File: src/rtl/alu_issue_stage.sv
// Decode/issue stage: turns a MIPS instruction plus register-read data into an
// ALU op/operand bundle and queues it in a small in-order buffer.
module alu_issue_stage #(
  parameter int BUF_DEPTH = 2
) (
  input  logic        clk_i,
  input  logic        rst_n,
  input  logic        flush_i,
  input  logic        in_valid_i,
  output logic        in_ready_o,
  input  logic [31:0] instr_i,
  input  logic [31:0] rs_data_i,
  input  logic [31:0] rt_data_i,
  output logic        out_valid_o,
  input  logic        out_ready_i,
  output logic [3:0]  ctrl_o,
  output logic [31:0] src1_o,
  output logic [31:0] src2_o,
  output logic [4:0]  dst_o,
  output logic        wb_o,
  output logic        illegal_o
);

  localparam int AW = (BUF_DEPTH > 2) ? 2 : 1;
  localparam int CW = AW + 1;
  localparam logic [CW-1:0] DEPTH_C = CW'(BUF_DEPTH);

  localparam logic [3:0] OP_AND   = 4'd0;
  localparam logic [3:0] OP_OR    = 4'd1;
  localparam logic [3:0] OP_NOR   = 4'd3;
  localparam logic [3:0] OP_ADDU  = 4'd4;
  localparam logic [3:0] OP_SUBU  = 4'd5;
  localparam logic [3:0] OP_SLT   = 4'd6;
  localparam logic [3:0] OP_EQUAL = 4'd7;
  localparam logic [3:0] OP_SRA   = 4'd8;
  localparam logic [3:0] OP_SRAV  = 4'd9;
  localparam logic [3:0] OP_LUI   = 4'd10;
  localparam logic [3:0] OP_SLTU  = 4'd11;
  localparam logic [3:0] OP_ILL   = 4'd15;

  typedef struct packed {
    logic [3:0]  ctrl;
    logic [31:0] src1;
    logic [31:0] src2;
    logic [4:0]  dst;
    logic        wb;
    logic        illegal;
  } op_t;

  logic [5:0]  opcode;
  logic [5:0]  funct;
  logic [15:0] imm;
  logic [31:0] imm_sext;
  logic [31:0] imm_zext;
  op_t         dec;

  assign opcode   = instr_i[31:26];
  assign funct    = instr_i[5:0];
  assign imm      = instr_i[15:0];
  assign imm_sext = {{16{imm[15]}}, imm};
  assign imm_zext = {16'b0, imm};

  always_comb begin
    dec = '0;
    case (opcode)
      6'h00: begin
        dec.src1 = rs_data_i;
        dec.src2 = rt_data_i;
        dec.dst  = instr_i[15:11];
        case (funct)
          6'h21: dec.ctrl = OP_ADDU;
          6'h23: dec.ctrl = OP_SUBU;
          6'h24: dec.ctrl = OP_AND;
          6'h25: dec.ctrl = OP_OR;
          6'h27: dec.ctrl = OP_NOR;
          6'h2A: dec.ctrl = OP_SLT;
          6'h2B: dec.ctrl = OP_SLTU;
          6'h07: dec.ctrl = OP_SRAV;
          6'h03: begin
            // shamt travels to the ALU inside src1[10:6]
            dec.ctrl = OP_SRA;
            dec.src1 = imm_zext;
          end
          default: begin
            dec         = '0;
            dec.ctrl    = OP_ILL;
            dec.illegal = 1'b1;
          end
        endcase
      end
      6'h09, 6'h0A, 6'h0B, 6'h0C, 6'h0D, 6'h0F: begin
        dec.src1 = rs_data_i;
        dec.dst  = instr_i[20:16];
        case (opcode)
          6'h09:   begin dec.ctrl = OP_ADDU; dec.src2 = imm_sext; end
          6'h0A:   begin dec.ctrl = OP_SLT;  dec.src2 = imm_sext; end
          6'h0B:   begin dec.ctrl = OP_SLTU; dec.src2 = imm_sext; end
          6'h0C:   begin dec.ctrl = OP_AND;  dec.src2 = imm_zext; end
          6'h0D:   begin dec.ctrl = OP_OR;   dec.src2 = imm_zext; end
          default: begin dec.ctrl = OP_LUI;  dec.src2 = imm_zext; end
        endcase
      end
      6'h04: begin
        dec.ctrl = OP_EQUAL;
        dec.src1 = rs_data_i;
        dec.src2 = rt_data_i;
      end
      default: begin
        dec.ctrl    = OP_ILL;
        dec.illegal = 1'b1;
      end
    endcase
    // beq and illegal ops leave dst at 0, so this also clears their wb
    dec.wb = (dec.dst != 5'd0) & ~dec.illegal;
  end

  op_t           mem [BUF_DEPTH];
  logic [AW-1:0] wr_ptr;
  logic [AW-1:0] rd_ptr;
  logic [CW-1:0] count;
  logic          push;
  logic          pop;
  op_t           head;

  assign out_valid_o = (count != '0);
  assign in_ready_o  = rst_n & ((count < DEPTH_C) | out_ready_i);
  assign push        = in_valid_i & in_ready_o & ~flush_i;
  assign pop         = out_valid_o & out_ready_i & ~flush_i;

  always_ff @(posedge clk_i) begin
    if (!rst_n) begin
      wr_ptr <= '0;
      rd_ptr <= '0;
      count  <= '0;
      for (int i = 0; i < BUF_DEPTH; i++) mem[i] <= '0;
    end else if (flush_i) begin
      wr_ptr <= '0;
      rd_ptr <= '0;
      count  <= '0;
    end else begin
      if (push) begin
        mem[wr_ptr] <= dec;
        wr_ptr      <= wr_ptr + 1'b1;
      end
      if (pop) rd_ptr <= rd_ptr + 1'b1;
      case ({push, pop})
        2'b10:   count <= count + 1'b1;
        2'b01:   count <= count - 1'b1;
        default: count <= count;
      endcase
    end
  end

  assign head      = out_valid_o ? mem[rd_ptr] : '0;
  assign ctrl_o    = head.ctrl;
  assign src1_o    = head.src1;
  assign src2_o    = head.src2;
  assign dst_o     = head.dst;
  assign wb_o      = head.wb;
  assign illegal_o = head.illegal;

endmodule

File: config.mk
export PLATFORM = sky130hd
export DESIGN_NAME = alu_issue_stage
export DESIGN_NICKNAME = d
export VERILOG_FILES = /design/src/rtl/alu_issue_stage.sv
export SDC_FILE = /design/constraint.sdc
export NUM_CORES = 1
export LEC_CHECK = 0
export CORE_MARGIN = 3
export CORE_UTILIZATION = 45
export CTS_CLUSTER_DIAMETER = 80
export DETAILED_ROUTE_END_ITERATION = 16
export HOLD_SLACK_MARGIN = 0.05
export PLACE_DENSITY = 0.78
export SLEW_MARGIN = 10
export SYNTH_ARGS = -nofsm -noshare
export SYNTH_HDL_FRONTEND = slang
export SYNTH_SLANG_ARGS = --single-unit
File: constraint.sdc
create_clock -name clk_i -period 4.6 [get_ports clk_i]
set_input_delay 0.92 -clock clk_i [delete_from_list [all_inputs] [get_ports clk_i]]
set_output_delay 0.92 -clock clk_i [all_outputs]
set_load 0.05 [all_outputs]
# --- Word level (Yosys, flattened, before mapping) ---
# Memories as Yosys holds them, arrays and structs flattened. A register that Yosys moved wholly into a read port is not among the register bits.
# Cells that the tools add are included.
word_totals:
  reg_bits: 4
  ram_bits: 150
  inputBits: 101
  out_inout_bits: 77
  elab_cells: 69
  mem_count: 1
op_classes:
  n_addsub: 4
  order_cmp: 1
  eq_ne: 18
  mux: 21
  n_bitwise: 10
  reduce_logical: 11
memory_table:
  columns: ["name", "words", "width", "rd", "rd_clocked_by_memory_dff", "write_ports", "line", "rtl"]
  rows:
  - ["mem", 2, 75, 1, 1, 2, "117", "op_t mem [BUF_DEPTH];"]
ops:
  columns: ["cell", "count"]
  rows:
  - ["$pmux W64 S3", 1]
  - ["$mux W75", 2]
  - ["$reduce_or A75 Y1", 1]
  - ["$pmux W32 S2", 1]
  - ["$eq A6 B6 Y1 const B", 7]
  - ["$mux W39", 1]
  - ["$eq A6 B4 Y1 const B", 6]
  - ["$pmux W4 S9", 1]
  - ["$mux W32", 1]
  - ["$pmux W4 S5", 1]
  - ["$eq A6 B3 Y1 const B", 2]
  - ["$pmux W4 S3", 1]
  - ["$pmux W5 S2", 1]
  - ["$mux W1", 9]
  - ["$reduce_or A9 Y1", 1]
  - ["$reduce_or A8 Y1", 1]
  - ["$reduce_or A7 Y1", 1]
  - ["$and A1 B1 Y1", 6]
  - ["$eq A6 B2 Y1 const B", 1]
  - ["$logic_not A6 Y1", 1]
  - ["$reduce_or A6 Y1", 1]
  - ["$reduce_bool A5 Y1", 1]
  - ["$pmux W2 S2", 1]
  - ["$reduce_bool A2 Y1", 2]
  - ["11 further kinds", 14]

# --- Longest topological paths before layout ---
# Gate-level depths: netlist of run 1.
logic_depth:
  depth_word: 11
  depth_mapped: 8
  mapped_depth_nobuf: 8

# --- Worst setup path after synthesis of run 1 ---
# No wires, ideal clock.
synth_timing:
  path_type: "input to register"
  startpoint: "in out_ready_i"
  endpoint: "mem mem[1][0] (netlist bit) (enable)"
  setup_ns: 0.436
  t_arrival_ns: 3.459
  required_ns: 4.164
  path_slack_ns: 0.705
  path_stages: 6
  path_buffers: 2
  cell_sequence: "nand2b_1 -> nand4b_1 -> or2_2 -> buf_2 -> clkbuf_1 -> nand2_1"
synth_rtl:
  columns: ["item", "line", "rtl"]
  rows:
  - ["start: declaration", "15", "input logic out_ready_i,"]
  - ["end: declaration", "117", null]

==> results of run 1 <==
cell type report:
cell class              instances  area share [%]
multi-input cells             517            31.1
flip-flops and latches        155            42.8
inverters                       5           0.174
clock inverters                11            1.79
repair buffers                187            17.3
clock buffers                  21            4.18
well taps                     225            2.61
worst min path at each step:
| stage | startpoint | to | slack (ns) | cells after the start |
|---|---|---|---|---|
| floorplan | count[1] | count[1] | 0.47 | 2 |
| global placement | rd_ptr | register | 0.49 | 2 |
| detailed placement | rd_ptr | register | 0.50 | 2 |
| CTS | rd_ptr | register | 0.51 | 2 |
| global route | rd_ptr | register | 0.55 | 2 |
| finish | rd_ptr | register | 0.51 | 2 |
registers in the layout, indices dropped and copies added, names as in the netlist, named ones only:
| name | count |
|---|---|
| wr_ptr | 1 |
| count | 2 |
| mem | 150 |
| rd_ptr | 1 |
per-layer routing:
| metal | GRT usage, % | vias to the layer above | routed length [µm] |
|---|---|---|---|
| met4 | 6.17 | 6 | 316 |
| li1 | - | 2955 | - |
| met2 | 33.7 | 199 | 10000 |
| met5 | 0 | - | 41 |
| met1 | 27.7 | 2959 | 8900 |
| met3 | 5.02 | 28 | 1300 |
metrics by stage:
step | hold WS (ns) | cells | worst slack [ns]
after floorplan | 0.472 | 738 | 0.705
after global placement | 0.490 | 1089 | 1.09
after detailed placement | 0.495 | 1089 | 1.08
after CTS | 0.510 | 1121 | 0.933
after global routing | 0.552 | 1121 | 0.843
final | 0.506 | 1121 | 0.978
power groups by stage:
stage | registers (W) | logic, W | clock network (W)
floorplan | 0.00165 | 0.000169 | 0
global placement | 0.00165 | 0.000330 | 0
detailed placement | 0.00166 | 0.000334 | 0
CTS | 0.00163 | 0.000336 | 0.00154
global route | 0.00163 | 0.000359 | 0.00160
finish | 0.00163 | 0.000334 | 0.00152
layout by cell type (no fill, tap or decap), drive strengths merged, types with 14 or more instances in the layout:
cell           netlist  final
clkdlybuf4s50        0    171
edfxtp             150    150
nor2               143    143
mux2i               75     75
and2                41     41
nor2b               38     38
nand3b              33     33
nand2               27     27
o21ai               23     23
clkbuf              22     21
a22o                20     20
o211a               17     17
a31oi               17     17
nand3               16     16
buf                 39     16
a21oi               14     14
critical path, cell delays in order, from the launching register on:
cell	delay, ns
dfxtp_4	0.73
buf_4	0.40
mux2i_1	0.12
nor2_1	0.12
clkdlybuf4s50_1	0.87
logic make-up (layout without fill, tap and decap cells):
group	count (synthesis)	count (layout)	share of synthesized area, %
multiplexers	75	75	9.13
XOR/XNOR	5	5	0.533
buffers and inverters	66	224	3.74
flip-flops	155	155	56.0
AND/OR/NAND/NOR	328	328	20.8
AO/OA/AOI/OAI	108	108	9.65
adder cells (fa/ha/maj)	1	1	0.152
==> results.md, run 1 <==
* Status: finished clean
* RSZ-0062 raised after global routing: false
* FF-to-FF End: mem[1][53]
* Starting Density at 46.7%
* Rows at 48
* FMAX at 0.276 GHz
* Cell Area, Synth at 8220 µm²
* Synth cell types at 50
* Multi-input gate area at 3360 µm²
* Sw power at 0.000753 W
* Required @ worst endpoint at 3.68 ns
* Crit path time final at 3.62 ns
* Setup crit end: src2_o[8]
* Setup bufs post-CTS at 0
* Final Skew at 0.00782 ns
* Diode count at 0
* Critical Path Fanout Max at 33
* Final Setup Violations at 0
* Clock power share at 43.8%
* Number of synthesized flops with an enable pin at 150
* Post-synth ARST share at 0%
* Commonest cells in the netlist: 150 x edfxtp_1, 140 x nor2_1, 75 x mux2i_1, 41 x and2_1, 38 x nor2b_1
* Post-route antenna net violation count at 0
* # nets final at 985
* Hold violation count in the final report at 0
* Maximum vdd ir drop at 0.256 mV
* Hold Buf Count CTS at 0
* Reg2Reg Depth at 5
* Fillers at 1467
* Total Power at 0.00348 W
* DR WL/cell at 18.4 µm
* Sequential Area at 4610 µm²
* Max-slew violation count at 0
* Max Cap Violations at 0
* Setup TNS Final at 0 ns
* Initial antenna violation count at 3
* Critical path type: reg -> out
* Reg clk slew, reported paths at 0.06 ns
* Logic pwr share at 9.6%
* Yosys top cell area share at 54.8%
* Startpoint types: register
* Cell internal pwr at 0.00273 W
* Critical Path AT at 2.70 ns
* Worst hold path type: reg -> reg
* Routed WL at 20.6 mm
* Core ar. at 17600 µm²
* Post-synthesis area per instance at 11.1 µm²
* CP Capture Type: primary output
* Die width at 141 µm
* Total iterations of the first detailed-routing run at 5
* Final HPWL DP at 13.7 mm
* Worst Tran Pin Value at 0.908 ns
* Rel. slew slack at 39.0%
* Placed cell area at 10100 µm²
* Seq/Total Area, Yosys at 56.0%
* Area Growth Syn to Fin at 31.0%
* Seq pwr share at 46.7%
* Port Buf Inserts at 172
* Cell taking the most area after synthesis: edfxtp_1
* Routability Congestion at 0.805
* P_leak at 3.47 nW
* I/O Pins at 178
* Largest net degree at the start of global routing at 53
* CTS buffer count at 17
* Clock Tree Buf Depth at 2
* Synth Register Bits at 155
* GR Overflow Total at 0
* Number of global-route vias before repair at 5968
* Syn. warnings at 0
* Clk sinks at 155
* Synth Flop Type: edfxtp_1
* Post_cts resized at 0
* Ranking of synthesized cells by area: edfxtp_1 55%, mux2i_1 9.1%, nor2_1 6.4%
* Remaining DRCs at 0
* Design Area, Final at 10800 µm²
* Worst R2R Start: count[1]
* Top-count cell post-synth: edfxtp_1
* Synthesized Nets at 840
* Sw Share at 21.6%
* Setup slack, reg-to-reg at 2.22 ns
* Initial detailed-routing violation count at 427
* GRT Resource Usage Total at 20.7%
* Clk Latency, worst-skew pair at 0.42 ns
* Layout cells sized above 1 at 6.92%
* PwrDens at 323 nW/µm²
* Vias/cell at 5.48
* Final worst-path cycle share at 78.7%
* Chip Height at 141 µm
* First-pass GRT wire length at 32.1 mm
* Die area at 19900 µm²
* CTS tree: built
* Post-Synthesis Cells at 738
* Clk root buf: clkbuf_16
* Utilization after layout at 61.2%
* Clock H-tree levels at 4
* Vias at 6147
Note: power is estimated with default switching activity, not from simulation.
==> run 2, diff against run 1 <==
- clock period: 4.6 -> 3.4 ns (I/O delays scaled with it)
==> run 2 against run 1 <==
  * Utilization up 0.56 points
  * Critical path type unchanged
  * Sequential power up 35%
  * Largest power group unchanged
  * Clock power grew 29%
  * Register-to-register slack lost 0.87 ns
  * Sequential share of layout area fell by 0.39 points
==> results.md, run 2 (same netlist as run 1, synthesis figures left out) <==
* FMAX at 0.333 GHz
* Status: finished clean
* Post_cts resized at 0 (unchanged)
* P_leak at 3.52 nW (+1.3%)
* DR WL/cell at 18.5 µm (+0.94%)
* # nets final at 1000 (+1.5%)
* Required @ worst endpoint at 2.72 ns (-0.96 ns)
* Starting Density at 46.7% (unchanged)
* Max-slew violation count at 0 (unchanged)
* Initial detailed-routing violation count at 386 (-9.6%)
* Max reg flops at 150 (unchanged)
* Number of global-route vias before repair at 6125 (+2.6%)
* Setup TNS Final at 0 ns (unchanged)
* Utilization after layout at 61.8% (+0.56 points)
* Maximum vdd ir drop at 0.350 mV (+37%)
* Sequential Area at 4610 µm² (unchanged)
* Die width at 141 µm (unchanged)
* Hold violation count in the final report at 0 (unchanged)
* Clock Tree Buf Depth at 2 (unchanged)
* PwrDens at 425 nW/µm² (+32%)
* CTS tree: built
* Initial antenna violation count at 2 (-1)
* Final HPWL DP at 14.4 mm (+4.7%)
* Vias/cell at 5.49 (+0.20%)
* Setup bufs post-CTS at 0 (unchanged)
* Design Area, Final at 10900 µm² (+0.92%)
* Diode count at 0 (unchanged)
* Final Skew at 0.00540 ns (-0.00242 ns)
* Final Non-Filler Cells at 1134 (+1.2%)
* RSZ-0062 raised after global routing: false
* Total iterations of the first detailed-routing run at 5 (unchanged)
* Max Cap Violations at 0 (unchanged)
* Cell internal pwr at 0.00360 W (+32%)
* Critical path type: reg -> out
* GRT Resource Usage Total at 21.2% (+0.43 points)
* Layout cells sized above 1 at 8.25% (+1.3 points)
* Sw power at 0.00102 W (+36%)
* CTS buffer count at 17 (unchanged)
* Port Buf Inserts at 172 (unchanged)
* I/O Pins at 178 (unchanged)
* Fillers at 1435 (-2.2%)
* Largest net degree at the start of global routing at 53 (unchanged)
* Hold Buf Count CTS at 0 (unchanged)
* Reg clk slew, reported paths at 0.06 ns (about the same)
* Final worst-path cycle share at 88.3%
* Clock H-tree levels at 4 (unchanged)
* Crit path time final at 3.00 ns
* Rel. slew slack at 38.4% (-0.63 points)
* Logic pwr share at 10.1% (+0.5 points)
* Routability Congestion at 0.884 (+9.8%)
* Clk root buf: clkbuf_16
* Vias at 6231 (+1.4%)
* Multi-input gate area at 3360 µm² (unchanged)
* Chip Height at 141 µm (unchanged)
* Largest regs: mem x150, count x2
* CP Capture Type: primary output
* Most frequent cells in the layout: 171 x clkdlybuf4s50_1, 150 x edfxtp_1, 138 x nor2_1
* Critical Path AT at 2.32 ns (-0.38 ns)
* GR Overflow Total at 0 (unchanged)
* Commonest non-fill, non-tap cell in the layout: clkdlybuf4s50_1
* Worst Tran Pin Value at 0.918 ns (+0.00945 ns)
* Final worst slack at 0.396 ns (-0.581 ns)
* Area Growth Syn to Fin at 32.2%
* Routed WL at 21.0 mm (+2.1%)
* Core ar. at 17600 µm² (unchanged)
* Remaining DRCs at 0 (unchanged)
* First-pass GRT wire length at 32.8 mm (+2.1%)
* Register with the highest flop count: mem
* Startpoint types: register
* Worst hold path type: reg -> reg
* Dpl ws at 0.279 ns (-0.804 ns)
* Seq pwr share at 47.5% (+0.8 points)
* Rows at 48 (unchanged)
* Final Setup Violations at 0 (unchanged)
* Placed insts at 1104 (+1.4%)
* Clk sinks at 155 (unchanged)
* Clock power share at 42.4% (-1.4 points)
* Sw Share at 22.1% (+0.52 points)
* Clk Latency, worst-skew pair at 0.42 ns (about the same)
* Critical Path Fanout Max at 45 (+36%)
* Post-route antenna net violation count at 0 (unchanged)
* Placed cell area at 10300 µm² (+1.4%)
* Die area at 19900 µm² (unchanged)
-- run 2: final timing paths --
path / end / slack (ns) / cells after the start / start
worst max register to register: count[1] / 1.35 / 8 / count[1]
worst max-delay path: src2_o[6] / 0.40 / 4 / count[0]
worst min-delay path: register / 0.51 / 2 / rd_ptr
worst min register to register: register / 0.51 / 2 / rd_ptr
-- run 2: area by class of cell --
cell class / instances / area share [%]
multi-input combinational: 517 / 30.9
tap: 225 / 2.59
inverter: 5 / 0.173
clock inverter: 11 / 1.58
clock buffer: 19 / 3.98
sequential: 155 / 42.4
timing repair buffer: 202 / 18.4
-- run 2: metrics by stage --
| stage | hold WS [ns] | total power [W] |
|---|---|---|
| global placement | 0.485 | 0.00269 |
| detailed placement | 0.489 | 0.00271 |
| finish | 0.511 | 0.00462 |
| CTS | 0.513 | 0.00465 |
| floorplan | 0.472 | 0.00246 |
| global route | 0.546 | 0.00476 |
-- run 2: power groups by stage --
stage / combinational [W] / sequential [W] / clock, W
detailed placement: 0.000467 / 0.00224 / 0
CTS: 0.000469 / 0.00220 / 0.00198
floorplan: 0.000229 / 0.00223 / 0
global route: 0.000500 / 0.00221 / 0.00205
global placement: 0.000460 / 0.00223 / 0
finish: 0.000468 / 0.00220 / 0.00196
-- run 2: metal layers --
layer | GRT usage [%] | vias to the layer above | routed length [µm] | share of wire (%)
met1 | 27.6 | 2976 | 8890 | 42
met3 | 5.05 | 37 | 1480 | 7.0
met5 | 0 | - | 27 | 0.13
met2 | 34.9 | 232 | 10200 | 48
li1 | - | 2982 | - | -
met4 | 6.88 | 4 | 443 | 2.1
-- run 2: critical path, stage by stage (launching register included) --
cell,delay [ns]
dfxtp_1,0.43
nor2_4,0.05
buf_4,0.27
nor2_1,0.27
clkdlybuf4s50_1,0.85
